## src/rtl/gshare_pattern_table.sv

```systemverilog
// Gshare pattern history table: 2-bit saturating counters indexed by GHR ^ PC.
// Combinational DEC lookup, one-stage DEC->EX carry, EX-stage training and mispredict flag.
module gshare_pattern_table #(
   parameter int unsigned BPRED_WIDTH  = 9,
   parameter int unsigned PC_WIDTH     = 32,
   parameter logic [1:0]  COUNTER_INIT = 2'b10
) (
   input  logic                   i_Clk,
   input  logic                   i_Reset,
   input  logic                   i_DEC_Is_Branch,
   input  logic [PC_WIDTH-1:0]    i_DEC_PC,
   input  logic [BPRED_WIDTH-1:0] i_Global_History,
   input  logic                   i_Stall,
   input  logic                   i_Flush,
   input  logic                   i_ALU_Branch_Valid,
   input  logic                   i_ALU_Branch_Outcome,
   output logic                   o_Prediction,
   output logic [BPRED_WIDTH-1:0] o_Index,
   output logic                   o_EX_Prediction,
   output logic                   o_Mispredict
);

   localparam int unsigned DEPTH = 1 << BPRED_WIDTH;

   logic [1:0]             pht [DEPTH];
   logic                   ex_valid;
   logic [BPRED_WIDTH-1:0] ex_index;
   logic                   do_update;
   logic [1:0]             cur_ex;
   logic [1:0]             next_ex;
   logic                   unused_pc;

   assign unused_pc = ^{i_DEC_PC[PC_WIDTH-1:BPRED_WIDTH+2], i_DEC_PC[1:0]};

   assign o_Index   = i_Global_History ^ i_DEC_PC[BPRED_WIDTH+1:2];
   assign do_update = i_ALU_Branch_Valid & ex_valid & ~i_Stall;

   always_comb begin
      cur_ex  = pht[ex_index];
      next_ex = cur_ex;
      if (i_ALU_Branch_Outcome) begin
         if (cur_ex != 2'b11) next_ex = cur_ex + 2'd1;
      end else begin
         if (cur_ex != 2'b00) next_ex = cur_ex - 2'd1;
      end
   end

   // Write-first bypass: a DEC lookup hitting the counter being trained sees the new value.
   always_comb begin
      o_Prediction = pht[o_Index][1];
      if (do_update && (ex_index == o_Index)) o_Prediction = next_ex[1];
   end

   assign o_Mispredict = i_Reset & do_update & (i_ALU_Branch_Outcome != o_EX_Prediction);

   always_ff @(posedge i_Clk or negedge i_Reset) begin
      if (!i_Reset) begin
         pht <= '{default: COUNTER_INIT};
      end else if (do_update) begin
         pht[ex_index] <= next_ex;
      end
   end

   always_ff @(posedge i_Clk or negedge i_Reset) begin
      if (!i_Reset) begin
         ex_valid        <= 1'b0;
         ex_index        <= '0;
         o_EX_Prediction <= 1'b0;
      end else if (!i_Stall) begin
         ex_valid        <= i_DEC_Is_Branch & ~i_Flush;
         ex_index        <= o_Index;
         o_EX_Prediction <= o_Prediction;
      end
   end

endmodule

```

## config.mk

```make
export PLATFORM = sky130hd
export DESIGN_NAME = gshare_pattern_table
export DESIGN_NICKNAME = d
export VERILOG_FILES = /design/src/rtl/gshare_pattern_table.sv
export SDC_FILE = /design/constraint.sdc
export NUM_CORES = 2
export LEC_CHECK = 0
export ABC_AREA = 0
export CAP_MARGIN = 30
export CORE_ASPECT_RATIO = 0.8
export CORE_MARGIN = 2
export CORE_UTILIZATION = 45
export DETAILED_ROUTE_END_ITERATION = 7
export PLACE_DENSITY = 0.6
export SLEW_MARGIN = 10
export SYNTH_ARGS = -nofsm -noshare
export SYNTH_HDL_FRONTEND = slang
export SYNTH_SLANG_ARGS = --single-unit
export TNS_END_PERCENT = 10
```

## constraint.sdc

```tcl
create_clock -name i_Clk -period 7.6 [get_ports i_Clk]
set_input_delay 2.28 -clock i_Clk [delete_from_list [all_inputs] [get_ports i_Clk]]
set_output_delay 2.28 -clock i_Clk [all_outputs]
set_load 0.005 [all_outputs]
```

==> run metrics <==
maximum number of pins on one net before global-route repair=202; EDFF count, synth=0; run status=complete, but fails checks; Fin. Hold Viols=0; Via density=6.04; ANT nets after route=0; first-pass GRT wire length=around 270,000 um; WP data required=5.32 ns; # IOs=60; Setup Skew=0.0346 ns; Final setup viols=1; starting density of the core=around 45%; WS Path Type=in2out; Mapped Area=~52,000 um2; syn_area_per_cell=9.94 um2; clock-pin slew on the worst setup and hold paths=~0.060 ns; Async SR Flop Fraction=100%; Die Y=309 um; CP Data Arrival Time=between 5 and 6 ns; Die X=385 um; later-pin clock latency in the skew report=0.73 ns; routed len/inst=~26 um; post-synthesis cell type count=72; CTS H-tree depth=3; routed length on met3=18,900 um; Leakage=around 23 nW; Core Rows=approximately 110; Detailed Place HPWL=119,000 um; Vias=between 40,000 and 50,000; DRT iter0 DRCs=just under 5,000; Setup WS post-layout=-0.0267 ns; Cell Pwr Density=approximately 220 nW/um2; Yosys warning count=0; Pins Over Slew Limit=0; die area=119,000 um2; Global Route Usage Sum=31.1%; DRC=10; sequential element share of the synthesized area=50.9%; fin crit share=100%; Setup TNS=-0.0267 ns; max cap viols=0; M1 wire length=about 79,000 um; CTS Root Cell=clkbuf_16; syn nets=5,297; filler cell count in the final layout=10,300; r2r setup slk=1.07 ns; hold buffers post-CTS=0; Slew HR=26.7%; failing checks=DRC, setup timing; CTS tree=yes; vias in the first global route=between 40,000 and 50,000; largest family of logic cells by synthesized area=multiplexers; cts bufs inserted=104; Critical Path Fanout Max=4; initial antenna violation count=8; highest metal used=met5; hold_ws=0.471 ns; Post-Synth Adder-Cell Area=0.0408%; layout net count=5,436; FF+latch count, synth=a little over 1,000; Area Growth Syn to Fin=15.4%; worst vdd ir=179 uV; Post-Synth Simple-Gate Area=~15%; GR Overflow Total=0; Post-Syn Instances=approximately 5,200; post-synthesis xor/xnor area fraction=0.319%; Core Util, Final=between 50% and 60%; Primary FF master, synth=dfrtp_1; Worst Hold Class=reg2reg; worst slew pin tran=1.10 ns; routed wl met2=77,600 um; # port buffers=36; clock tree buffer depth=3; Max Fclk=~130 MHz; Compound-Gate Fraction of Synth Area=14.3%; core area=115,000 um2; ratio of cells with drive above 1 in the final layout=25.9%; nature of the critical path endpoint=output port; mux cell area share after synthesis=between 10% and 20%; DRT Pass-1 Iters=8; Worst setup SP type=primary input; minimum clock period=7.63 ns; clk sinks=1,035; final WL=183,000 um; unrepaired setup endpoints after global routing=yes; GP Congestion=0.917
## metal layers
layer,track usage [%],vias to the layer above
met1,46.5,21000
met4,11.0,10
li1,-,18800
met2,44.4,2060
met3,7.11,427
met5,0,-
## final timing paths
check | startpoint | to | cells after the start
worst max register to register | ex_index[0] | pht[235] | 12
worst min register to register | pht[177] | pht[177] | 2
worst max-delay path | i_DEC_PC[6] | o_Prediction | 17
min in group asynchronous | i_Reset | pht[774] | 1
max in group asynchronous | i_Reset | pht[340] | 4
worst min-delay path | pht[177] | pht[177] | 2
## synthesized netlist by cell type, drive strengths merged, types with 3 or more instances
| cell | n | area share, % |
|---|---|---|
| nand2 | 1762 | 13 |
| o21ai | 1038 | 10 |
| dfrtp | 523 | 25 |
| dfstp | 512 | 26 |
| mux4 | 267 | 12 |
| clkbuf | 187 | 1.3 |
| mux2i | 187 | 3.6 |
| buf | 172 | 2.7 |
| a21oi | 91 | 0.87 |
| a22oi | 90 | 1.3 |
| nor2 | 80 | 0.58 |
| nand3 | 61 | 0.59 |
| nor4 | 27 | 0.34 |
| a31oi | 21 | 0.25 |
| o22ai | 21 | 0.25 |
| xnor2 | 18 | 0.30 |
| a22o | 15 | 0.25 |
| inv | 15 | 0.11 |
| a32oi | 13 | 0.22 |
| a221oi | 12 | 0.20 |
| mux2 | 10 | 0.22 |
| nand4 | 10 | 0.12 |
| and3 | 9 | 0.11 |
| nor3 | 9 | 0.086 |
| o211ai | 9 | 0.13 |
| a211oi | 8 | 0.12 |
| o2111ai | 7 | 0.12 |
| o31ai | 7 | 0.13 |
| nor2b | 5 | 0.060 |
| or2 | 4 | 0.048 |
| or4 | 4 | 0.058 |
| a2111oi | 3 | 0.050 |
| a311oi | 3 | 0.050 |
| a41o | 3 | 0.058 |
| and2 | 3 | 0.036 |
| nand2b | 3 | 0.036 |
| nand3b | 3 | 0.043 |
| o221ai | 3 | 0.050 |
| o311ai | 3 | 0.050 |
| or3b | 3 | 0.050 |
## logic make-up (layout without fill, tap and decap cells)
| logic type | after synthesis | count (layout) |
|---|---|---|
| buf+inv | 377 | 604 |
| mux | 464 | 464 |
| simple gates | 1989 | 1989 |
| compound gates | 1363 | 1363 |
| xor+xnor | 19 | 19 |
| fa+ha+maj | 2 | 2 |
| flops | 1035 | 1035 |
| other cells | 0 | 2 |
## stage by stage
| step | setup WS, ns | std cells | total power [mW] | instance area (um2) |
|---|---|---|---|---|
| 2_1_floorplan | 0.334 | 5249 | 7.04 | 52200 |
| 3_3_place_gp | -1.27 | 6765 | 7.95 | 55500 |
| 3_5_place_dp | -1.23 | 6775 | 7.96 | 55600 |
| 4_1_cts | 0.000548 | 6991 | 13.5 | 59800 |
| 5_1_grt | -0.167 | 7001 | 13.9 | 60200 |
| 6_report | -0.0267 | 7003 | 13.5 | 60200 |
## registers in the layout, indices dropped and copies added (netlist names)
| name | cells |
|---|---|
| pht | 1024 |
| o_EX_Prediction | 1 |
| ex_valid | 1 |
| ex_index | 9 |
## worst max-delay path, stage by stage
cell and delay (ns):
clkdlybuf4s50_1 0.44, xnor2_2 0.17, buf_12 0.14, inv_1 0.05
buf_4 0.15, nand2_1 0.09, buf_4 0.19, a31oi_4 0.14
a41o_1 0.26, o32ai_2 0.12, a211oi_2 0.23, o22ai_1 0.12
buf_4 0.19, a211oi_4 0.28, o31ai_2 0.11, o21ai_2 0.19
buf_2 0.19
## layout by cell type, fill, tap and decap left out, types with 15 or more instances in the layout
cell type,Yosys,final
a21oi_1,91,88
o22ai_1,21,19
buf_12,0,54
clkbuf_8,0,20
nand2_1,1762,1759
dfstp_2,512,512
clkdlybuf4s50_1,0,28
clkbuf_1,187,28
nand3_1,61,60
clkbuf_16,0,108
mux2i_1,187,187
a22o_1,15,15
mux4_2,262,262
o21ai_0,947,944
nor2_1,80,58
o21ai_1,91,91
dfrtp_1,523,520
a22oi_1,90,90
buf_6,65,15
clkinv_2,0,18
buf_4,46,273
a31oi_1,21,19
## final cells by class
cell class	instances	area (um2)	share of cell area, %
flip-flops and latches	1035	26600	44.1
multi-input cells	3837	24000	39.9
clock buffers	155	3060	5.08
repair buffers	391	4000	6.64
inverters	17	95.1	0.158
clock inverters	39	504	0.838
repair inverters	2	27.5	0.0457
diodes	2	5.00	0.00832
well taps	1525	1910	3.17
## what timing repair did
action / 4_1_cts / 5_1_grt
endpoints found under the hold margin: 0 / 0
cloned: 5 / 1
pin swaps: 23 / 11
buffers inserted: 19 / 8
setup endpoints to repair: 1 / 1
resized for setup: 83 / 38
## report_power, final
part           switching, mW  internal [mW]  total [mW]  leakage [nW]
combinational           1.59          0.735        2.33          8.77
clock                   2.32           3.16        5.47          1.75
sequential            0.0944           5.61        5.71          12.6
No activity file was read; power rests on OpenSTA's default activity.
